File: src/rtl/stopwatch_core.sv
// Stopwatch timebase: debounced start/stop and clear buttons, run/pause FSM, SS.cc BCD counter.
// Define STOPWATCH_LAP_EN to add a lap button that freezes the displayed value.
module stopwatch_core #(
    parameter int unsigned TICK_DIV        = 1000000,
    parameter int unsigned DEBOUNCE_CYCLES = 65536
) (
    input  logic        clk,
    input  logic        rst,
    input  logic        btn_start_stop,
    input  logic        btn_clear,
`ifdef STOPWATCH_LAP_EN
    input  logic        btn_lap,
`endif
    output logic [15:0] digits,
    output logic        running,
    output logic        wrapped
);

`ifdef STOPWATCH_LAP_EN
    localparam int unsigned NumBtn = 3;
`else
    localparam int unsigned NumBtn = 2;
`endif
    localparam int unsigned CntW = (DEBOUNCE_CYCLES > 1) ? $clog2(DEBOUNCE_CYCLES) : 1;
    localparam int unsigned PreW = $clog2(TICK_DIV);

    typedef enum logic [1:0] {StIdle, StRun, StPause} state_e;

    logic [NumBtn-1:0] btn_raw;
    logic [NumBtn-1:0] sync1_q, sync2_q, level_q, level_prev_q, press_q;
    logic [CntW-1:0]   db_cnt_q [NumBtn];

    state_e            state_q;
    logic [PreW-1:0]   presc_q;
    logic [15:0]       count_q, count_inc, count_next;
    logic              roll, tick;
    logic              press_ss, press_clr;

`ifdef STOPWATCH_LAP_EN
    logic              press_lap;
    logic              lap_hold_q;
    logic [15:0]       lap_q;
    assign btn_raw   = {btn_lap, btn_clear, btn_start_stop};
    assign press_lap = press_q[2];
    assign digits    = lap_hold_q ? lap_q : count_q;
`else
    assign btn_raw   = {btn_clear, btn_start_stop};
    assign digits    = count_q;
`endif
    assign press_ss  = press_q[0];
    assign press_clr = press_q[1];

    // Level is accepted only after DEBOUNCE_CYCLES consecutive differing samples.
    always_ff @(posedge clk) begin
        if (rst) begin
            sync1_q      <= '0;
            sync2_q      <= '0;
            level_q      <= '0;
            level_prev_q <= '0;
            press_q      <= '0;
            for (int i = 0; i < NumBtn; i++) db_cnt_q[i] <= '0;
        end else begin
            sync1_q      <= btn_raw;
            sync2_q      <= sync1_q;
            level_prev_q <= level_q;
            press_q      <= level_q & ~level_prev_q;
            for (int i = 0; i < NumBtn; i++) begin
                if (sync2_q[i] == level_q[i]) begin
                    db_cnt_q[i] <= '0;
                end else if (db_cnt_q[i] == CntW'(DEBOUNCE_CYCLES - 1)) begin
                    level_q[i]  <= sync2_q[i];
                    db_cnt_q[i] <= '0;
                end else begin
                    db_cnt_q[i] <= db_cnt_q[i] + 1'b1;
                end
            end
        end
    end

    assign tick = (state_q == StRun) && (presc_q == PreW'(TICK_DIV - 1));

    always_comb begin
        count_inc = count_q;
        roll      = 1'b0;
        if (count_q[3:0] != 4'd9) begin
            count_inc[3:0] = count_q[3:0] + 4'd1;
        end else begin
            count_inc[3:0] = 4'd0;
            if (count_q[7:4] != 4'd9) begin
                count_inc[7:4] = count_q[7:4] + 4'd1;
            end else begin
                count_inc[7:4] = 4'd0;
                if (count_q[11:8] != 4'd9) begin
                    count_inc[11:8] = count_q[11:8] + 4'd1;
                end else begin
                    count_inc[11:8] = 4'd0;
                    if (count_q[15:12] != 4'd5) begin
                        count_inc[15:12] = count_q[15:12] + 4'd1;
                    end else begin
                        count_inc[15:12] = 4'd0;
                        roll             = 1'b1;
                    end
                end
            end
        end
        count_next = tick ? count_inc : count_q;
    end

    always_ff @(posedge clk) begin
        if (rst) begin
            state_q    <= StIdle;
            presc_q    <= '0;
            count_q    <= '0;
            wrapped    <= 1'b0;
            running    <= 1'b0;
`ifdef STOPWATCH_LAP_EN
            lap_hold_q <= 1'b0;
            lap_q      <= '0;
`endif
        end else begin
            unique case (state_q)
                StIdle: begin
                    if (press_ss || press_clr) wrapped <= 1'b0;
                    if (press_ss) begin
                        state_q <= StRun;
                        presc_q <= '0;
                        running <= 1'b1;
                    end
                end
                StRun: begin
                    // A tick landing on the pause press still counts.
                    presc_q <= tick ? '0 : presc_q + 1'b1;
                    count_q <= count_next;
                    if (tick && roll) wrapped <= 1'b1;
                    if (press_ss) begin
                        state_q <= StPause;
                        running <= 1'b0;
`ifdef STOPWATCH_LAP_EN
                        lap_hold_q <= 1'b0;
                    end else if (press_lap) begin
                        lap_hold_q <= ~lap_hold_q;
                        if (!lap_hold_q) lap_q <= count_next;
`endif
                    end
                end
                StPause: begin
                    if (press_clr) begin
                        state_q <= StIdle;
                        count_q <= '0;
                        wrapped <= 1'b0;
                        presc_q <= '0;
                    end else if (press_ss) begin
                        state_q <= StRun;
                        running <= 1'b1;
                    end
                end
                default: begin
                    state_q <= StIdle;
                    running <= 1'b0;
                end
            endcase
        end
    end

endmodule

File: config.mk
export PLATFORM = sky130hd
export DESIGN_NAME = stopwatch_core
export DESIGN_NICKNAME = d
export VERILOG_FILES = /design/src/rtl/stopwatch_core.sv
export SDC_FILE = /design/constraint.sdc
export NUM_CORES = 1
export LEC_CHECK = 0
export BUFFER_PORTS_ARGS = -buffer_cell sky130_fd_sc_hd__buf_2
export CORE_MARGIN = 5
export CORE_UTILIZATION = 40
export CTS_CLUSTER_DIAMETER = 50
export DETAILED_ROUTE_END_ITERATION = 7
export PLACE_DENSITY = 0.68
export SETUP_SLACK_MARGIN = 0.3
export SYNTH_ARGS = -nofsm -noshare
export SYNTH_HDL_FRONTEND = slang
export SYNTH_SLANG_ARGS = --single-unit
export TNS_END_PERCENT = 30
File: constraint.sdc
create_clock -name clk -period 2.7 [get_ports clk]
set_input_delay 0.27 -clock clk [delete_from_list [all_inputs] [get_ports clk]]
set_output_delay 0.27 -clock clk [all_outputs]
set_load 0.01 [all_outputs]
* Word level (Yosys, flattened, before mapping)
Memories as Yosys holds them, arrays and structs flattened.
Cells that the tools add are included.
** Storage, ports and cells
- Flip-flop bits (word level) :: 50
- Bits in writable memories :: 32
- Bits of input ports :: 4
- Output and inout port bits :: 18
- Word-level logic and storage cells :: 128
- Memories :: 1
** Memory list
- db_cnt_q :: depth 2, width 16, rd ports 2, clocked after Yosys merged registers in 0, write ports 2, line 31 : logic [CntW-1:0] db_cnt_q [NumBtn];
** Operators by class
- $add $sub $neg :: 7
- Eq/ne operators :: 21
- Mux-type cells :: 60
- Bitwise gates (word level) :: 10
- Reductions and logical operators :: 15
** Operators by type and width (number)
- $mux W16 :: 8
- $mux W20 :: 3
- $pmux W20 S3 :: 1
- $mux W1 :: 34
- $add A16 B1 Y16 const B :: 2
- $eq A16 B16 Y1 const B :: 2
- $pmux W16 S2 :: 1
- $add A20 B1 Y20 const B :: 1
- $eq A20 B20 Y1 const B :: 1
- $mux W4 :: 5
- $ne A2 B2 Y1 const B :: 9
- $add A4 B1 Y4 const B :: 4
- $mux W12 :: 1
- $ne A4 B4 Y1 const B :: 3
- $mux W8 :: 1
- $reduce_and A4 Y1 :: 2
- $mux W2 :: 3
- $or A1 B1 Y1 :: 6
- $pmux W1 S3 :: 2
- $pmux W2 S3 :: 1
- $reduce_and A2 Y1 :: 3
- $reduce_and A3 Y1 :: 2
- $reduce_and A6 Y1 :: 1
- $reduce_and A5 Y1 :: 1
- 13 further kinds :: 16

* Logic depth before layout (Yosys ltp)
Gate-level depths: netlist of the first run.
- Depth in word-level cells :: 8
- Depth in mapped cells :: 8
- Mapped depth without buffers :: 7

* Worst setup path after synthesis of the first run
OpenSTA, ideal clock, no wires.
- Path type :: register to register
- Start :: memory db_cnt_q[0][0] (netlist name)
- End :: memory db_cnt_q[0][10] (netlist name) (data pin)
- Library setup time :: 0.266 ns
- Data arrival time :: 1.783 ns
- Data required time :: 2.434 ns
- Path slack :: 0.651 ns
- Cell stages (with the launch flop) :: 9
- Path buffers :: 2
- Clock period less this slack :: 2.049 ns
- Cell sequence :: edfxtp_1 -> ha_1 -> and4_1 -> nand2_1 -> nor3_1 -> or2_2 -> clkbuf_1 -> clkbuf_1 -> nor2_1
** RTL lines (line)
- start: declaration :: 31

* Worst setup path after layout of the first run
- Start :: register presc_q[6]
- End :: register count_q[13] (netlist: digits[13])
** On the way
- Word-level cells in the longest chain between the ends :: 4
** Ends and longest elaborated chain
- start: declaration :: line 34 : logic [PreW-1:0] presc_q;
- start signal: assignment :: line 132 : presc_q <= tick ? '0 : presc_q + 1'b1;
- $eq A20 B20 Y1 :: line 80 : assign tick = (state_q == StRun) && (presc_q == PreW'(TICK_DIV - 1));
- $logic_and A1 B1 Y1 :: line 80
- $ne A2 B2 Y1 (no source line)
- $reduce_and A6 Y1 (no source line)
- end signal: assignment :: line 133 : count_q <= count_next;
- end: declaration :: line 35 : logic [15:0] count_q, count_inc, count_next;
No other way between the ends.
A chain may end at the register's enable or synchronous reset.

==> results of run 1 <==
-- power groups by stage --
stage | clock, mW | sequential, mW | combinational (mW)
3_5_place_dp | 0 | 1.36 | 0.0625
5_1_grt | 1.12 | 1.33 | 0.0726
2_1_floorplan | 0 | 1.35 | 0.0506
3_3_place_gp | 0 | 1.35 | 0.0617
4_1_cts | 1.07 | 1.33 | 0.0628
6_report | 1.03 | 1.33 | 0.0632
-- metal layers --
metal / up-vias / routed length, um / GRT usage / part of all wire
met2: 30 / 3570 / 0.220 / 0.48
met3: 8 / 213 / 0.0344 / 0.029
li1: 1576 / - / - / -
met1: 1439 / 3460 / 0.166 / 0.47
met4: 0 / 134 / 0.0536 / 0.018
met5: - / 0 / 0 / 0
-- logic make-up (layout without fill, tap and decap cells) --
logic type / count (synthesis) / in the layout / share of synthesized area
fa+ha+maj: 11 / 11 / 0.0342
xor+xnor: 51 / 51 / 0.111
other cells: 1 / 32 / 0.000933
mux: 1 / 1 / 0.00280
simple gates: 218 / 218 / 0.279
compound gates: 39 / 39 / 0.0625
flops: 82 / 82 / 0.488
buf+inv: 23 / 54 / 0.0218
-- cells in the final DEF (no fill, tap or decap), types with 12 or more instances in the layout --
cell	instances
buf_2	21
conb_1	32
dfxtp_1	50
edfxtp_1	32
inv_1	12
nand2_1	32
nand3_1	29
nand4_1	17
nor2_1	74
xnor2_1	16
xor2_1	35
-- area by class of cell --
cell class | count | area (um2)
Multi-Input combinational cell | 352 | 2090
Timing Repair Buffer | 26 | 143
Inverter | 12 | 45.0
Sequential cell | 82 | 1960
Clock inverter | 7 | 109
Fill cell | 948 | 5140
Tap cell | 133 | 166
Clock buffer | 9 | 124
-- final timing paths --
| check | from | end | slack (ps) | depth (start not counted) |
|---|---|---|---|---|
| hold / removal | btn_start_stop | sync1_q[0] | 120 | 2 |
| setup reg to reg | presc_q[6] | digits[13] | 600 | 5 |
| setup / recovery | presc_q[6] | digits[13] | 600 | 5 |
| hold reg to reg | level_prev_q[0] | press_q[0] | 400 | 1 |
==> flow_metrics.py, run 1 <==
metrics = {
    "run_status": {
        "outcome": "finished, final reports clean",
    },
    "synthesis": {
        "yosys_warnings": 0,
        "synth-main-ff-cell": "dfxtp_1",
        "async_flop_share": 0,
        "synth_edf_count": 32,
        "avgSynthCellArea_um2": 9.44,
        "synth_area_leader_cell": "dfxtp_1",
        "syn-cell-area_um2": 4020,
        "synth.most_common_cell": "nor2_1",
        "synthDistinctLibCells": 48,
        "synth_cells": 426,
        "synth.area.top_cells": "dfxtp_1, edfxtp_1, xor2_1",
        "ys_seq_area_frac": 0.488,
        "synthTopCellsByCount": "nor2_1, dfxtp_1, xor2_1, edfxtp_1, nand2_1",
        "synth_top_area_share": 0.249,
        "ys_ff_latch": 82,
    },
    "place": {
        "port_buffers": 21,
        "pre_cts_ws_ps": 600,
        "hpwl_um": 5230,
        "place.gp.congestion": 0.750,
        "place_area_um2": 4400,
        "dp_cells": 605,
    },
    "global_routing": {
        "grt_antenna_before_repair": 0,
        "gr-total-overflow": 0,
        "grt_pass1_wl_um": 12900,
        "grt_pass1_vias": 2939,
        "grt_usage": 0.133,
        "grt_max_degree": 25,
    },
    "sta": {
        "finalClockSkew_ps": 12.9,
        "finalSetupTns_ps": 0,
        "relSlewSlack": 0.539,
        "setup_ws_ps": 600,
        "finalHoldViolations": 0,
        "post-route-min-period_ps": 2100,
        "hold_ws_ps": 120,
        "worstMarginPinSlew_ps": 692,
        "setup_viol": 0,
        "maxSlewViolCount": 0,
        "post-route-period-util": 0.778,
        "fmax_mhz": 476,
        "rsz0062_at_grt": "false",
    },
    "cts": {
        "cts.htree.levels": 3,
        "cts_resized": 0,
        "cts_buffer_depth": 2,
        "cts_root_buf": "clkbuf_8",
        "cts_num_sinks": 82,
        "hold_buffers": 0,
        "post-cts-setup-buffers": 0,
        "path_clk_slew_ps": 100,
        "cts_tree": "yes",
        "insertion_delay_ps": 360,
        "cts_made_buffers": 9,
    },
    "cells_and_area": {
        "drive_above_1_share": 0.100,
        "fin_area_um2": 4640,
        "fin_nets": 498,
        "synthToLayoutAreaGrowth_pct": 15.3,
        "final_cells": 621,
        "top_register": "db_cnt_q",
        "largest_register_ffs": 32,
        "final_util": 0.474,
        "antenna_cells": 0,
    },
    "detailed_routing": {
        "wl_per_cell_um": 11.9,
        "vias": 3053,
        "firstDrtPassIters": 4,
        "drt_iter0_drc": 112,
        "wirelength_um": 7380,
        "drc": 0,
        "ant_nets": 0,
        "post_drt_via_cell_ratio": 4.92,
    },
    "power_and_ir_drop": {
        "p_switching_mw": 0.548,
        "pwr-share-seq": 0.549,
        "clkPwrFrac": 0.425,
        "p_int_mw": 1.87,
        "power_frac_comb": 0.026,
        "p_per_area_nw_per_um2": 521,
        "finalPower_mw": 2.42,
        "swShare": 0.227,
        "p_leak_nw": 1.76,
        "peakVddDrop_uv": 282,
    },
    "hold_path": {
        "hp-class": "in -> reg",
    },
    "floorplan": {
        "die_w_um": 110,
        "num_rows": 36,
        "coreArea_um2": 9770,
        "die_area_um2": 12200,
        "die_h_um": 110,
        "start_util": 0.411,
        "ios": 22,
    },
    "setup_path": {
        "startpoint_type": "flop",
        "cp_top_family": "simple AND/OR/NAND/NOR gates",
        "crit_type": "reg -> reg",
        "crit_arrival_ps": 2390,
        "critPathMaxFanout": 12,
        "cp_slowest_cell": "or4_1",
        "required_ps": 2990,
        "critical-path-max-stage-delay_ps": 560,
        "crit_path_end_kind": "flop",
        "path_cells": "or3_4, nor4_4, nand3_1, or4_1, o21ai_0",
        "path_buf_inv": 0,
    },
    "run": {
        "maxCapViolCount": 0,
    },
}
(Power assumes the default switching activity.)
==> run 2: changes to the inputs <==
==> constraint.sdc (replaced) <==
create_clock -name clk -period 2.1 [get_ports clk]
set_input_delay 0.21 -clock clk [delete_from_list [all_inputs] [get_ports clk]]
set_output_delay 0.21 -clock clk [all_outputs]
set_load 0.01 [all_outputs]
==> run 2 against run 1 <==
  * Count of clock-buffer cells in the layout increased by 2
  * Routed wire length increased by 11%
  * Sequential share of layout area decreased by 2.0 points
  * Fmax increased by 6.3%
  * Die area unchanged
  * Utilization increased by 2.7 points
  * Total power increased by 23%
  * Hold slack got worse by 49 ps
  * Critical endpoint is now digits[10]
  * Highest routed layer unchanged
==> flow_metrics.py, run 2 (same netlist as run 1, synthesis figures left out) <==
metrics = {
    "run_status": {
        "outcome": "finished, final reports clean",
    },
    "floorplan": {
        "coreArea_um2": 9770,
        "start_util": 0.411,
        "die_w_um": 110,
        "ios": 22,
        "die_h_um": 110,
        "die_area_um2": 12200,
        "num_rows": 36,
    },
    "detailed_routing": {
        "drc": 0,
        "ant_nets": 0,
        "wl_per_cell_um": 12.8,
        "drt_iter0_drc": 162,
        "post_drt_via_cell_ratio": 4.92,
        "vias": 3158,
        "firstDrtPassIters": 4,
        "wirelength_um": 8200,
    },
    "cts": {
        "path_clk_slew_ps": 90,
        "hold_buffers": 0,
        "cts_num_sinks": 82,
        "cts_root_buf": "clkbuf_8",
        "cts_made_buffers": 9,
        "cts_buffer_depth": 2,
        "cts.htree.levels": 3,
        "insertion_delay_ps": 350,
        "cts_tree": "yes",
    },
    "cells_and_area": {
        "synthToLayoutAreaGrowth_pct": 21.9,
        "drive_above_1_share": 0.183,
        "fin_area_um2": 4900,
        "layout_common_cells": "nor2_1, dfxtp_1, xor2_1",
        "top_register": "db_cnt_q",
        "antenna_cells": 0,
        "final_common_cell": "nor2_1",
        "fin_nets": 519,
        "largest_register_ffs": 32,
        "final_cells": 642,
    },
    "global_routing": {
        "grt_max_degree": 21,
        "gr-total-overflow": 0,
        "grt_pass1_wl_um": 13600,
        "use_met2": 0.239,
        "grt_antenna_before_repair": 0,
        "grt_pass1_vias": 3070,
        "grt_usage": 0.142,
        "gr-usage-met3": 0.0437,
        "top_usage_layer": "met2",
        "met1_usage": 0.167,
    },
    "setup_path": {
        "r2r_start": "presc_q[8]",
        "crit_type": "reg -> reg",
        "crit_arrival_ps": 2260,
        "startpoint_type": "flop",
        "required_ps": 2380,
        "startpoint": "presc_q[8]",
        "critPathMaxFanout": 8,
        "crit_path_end_kind": "flop",
    },
    "sta": {
        "post-route-min-period_ps": 1970,
        "worstMarginPinSlew_ps": 805,
        "maxSlewViolCount": 0,
        "setup_ws_ps": 125,
        "setup_viol": 0,
        "finalHoldViolations": 0,
        "post-route-period-util": 0.940,
        "rsz0062_at_grt": "true",
        "finalClockSkew_ps": 9.42,
        "finalSetupTns_ps": 0,
        "relSlewSlack": 0.464,
        "fmax_mhz": 506,
    },
    "power_and_ir_drop": {
        "p_per_area_nw_per_um2": 609,
        "finalPower_mw": 2.98,
        "p_leak_nw": 1.90,
        "peakVddDrop_uv": 320,
    },
    "run": {
        "maxCapViolCount": 0,
    },
    "place": {
        "port_buffers": 21,
        "hpwl_um": 5670,
        "place_area_um2": 4480,
        "place.gp.congestion": 0.828,
        "pre_cts_ws_ps": 98.7,
        "dp_cells": 612,
    },
    "hold_path": {
        "hp-class": "in -> reg",
        "hp-start": "btn_start_stop",
    },
}
==> run 2: cell count changes in the layout (fill, tap and decap cells not counted), sizes merged <==
cell	previous run	this run
inv	15	14
clkinv	2	1
bufinv	2	0
clkbuf	9	11
buf	26	46
or2	3	4
clkinvlp	0	2
==> run 2: area by class of cell <==
type                    count  area [um2]
fillers                   915        4870
flip-flops and latches     82        1970
repair buffers             46         294
clock inverters             5        41.3
clock buffers              11         174
inverters                  12        45.0
well taps                 133         166
multi-input cells         353        2210
==> run 2: stage by stage <==
stage / utilization / hold WS, ps
5_1_grt: 0.501 / 68.3
3_3_place_gp: 0.458 / 376
4_1_cts: 0.486 / 55.4
3_5_place_dp: 0.458 / 378
6_report: 0.501 / 71.3
2_1_floorplan: - / 338
==> run 2: repair_timing <==
item | CTS | global route
setup buffers | 1 | 12
setup endpoints to repair | 39 | 64
resized for setup | 13 | 18
gates cloned | 0 | 1
pin swaps | 4 | 11
endpoints found under the hold margin | 0 | 0
==> run 2: report_power, final <==
part,switching (mW),internal (mW),total (mW)
clock network,0.603,0.584,1.19
logic,0.0562,0.0354,0.0916
registers,0.0272,1.68,1.70
==> run 2: layer usage <==
layer / up-vias / share of wire
li1: 1618 / -
met1: 1474 / 0.45
met2: 52 / 0.49
met3: 14 / 0.041
met4: 0 / 0.018
met5: - / 0
==> run 2: path summary, 6_finish.rpt <==
kind | to | slack, ps | cells after the start
worst max register to register | digits[10] | 130 | 7
worst max-delay path | digits[10] | 130 | 7
worst min register to register | press_q[1] | 380 | 1
worst min-delay path | sync1_q[0] | 70 | 2
==> run 2: critical path: stages (launching register included) <==
cell,delay (ps)
dfxtp_4,350
or3_4,390
nor4_4,340
buf_4,160
nand4b_1,100
buf_4,180
a211o_1,230
a21oi_1,160
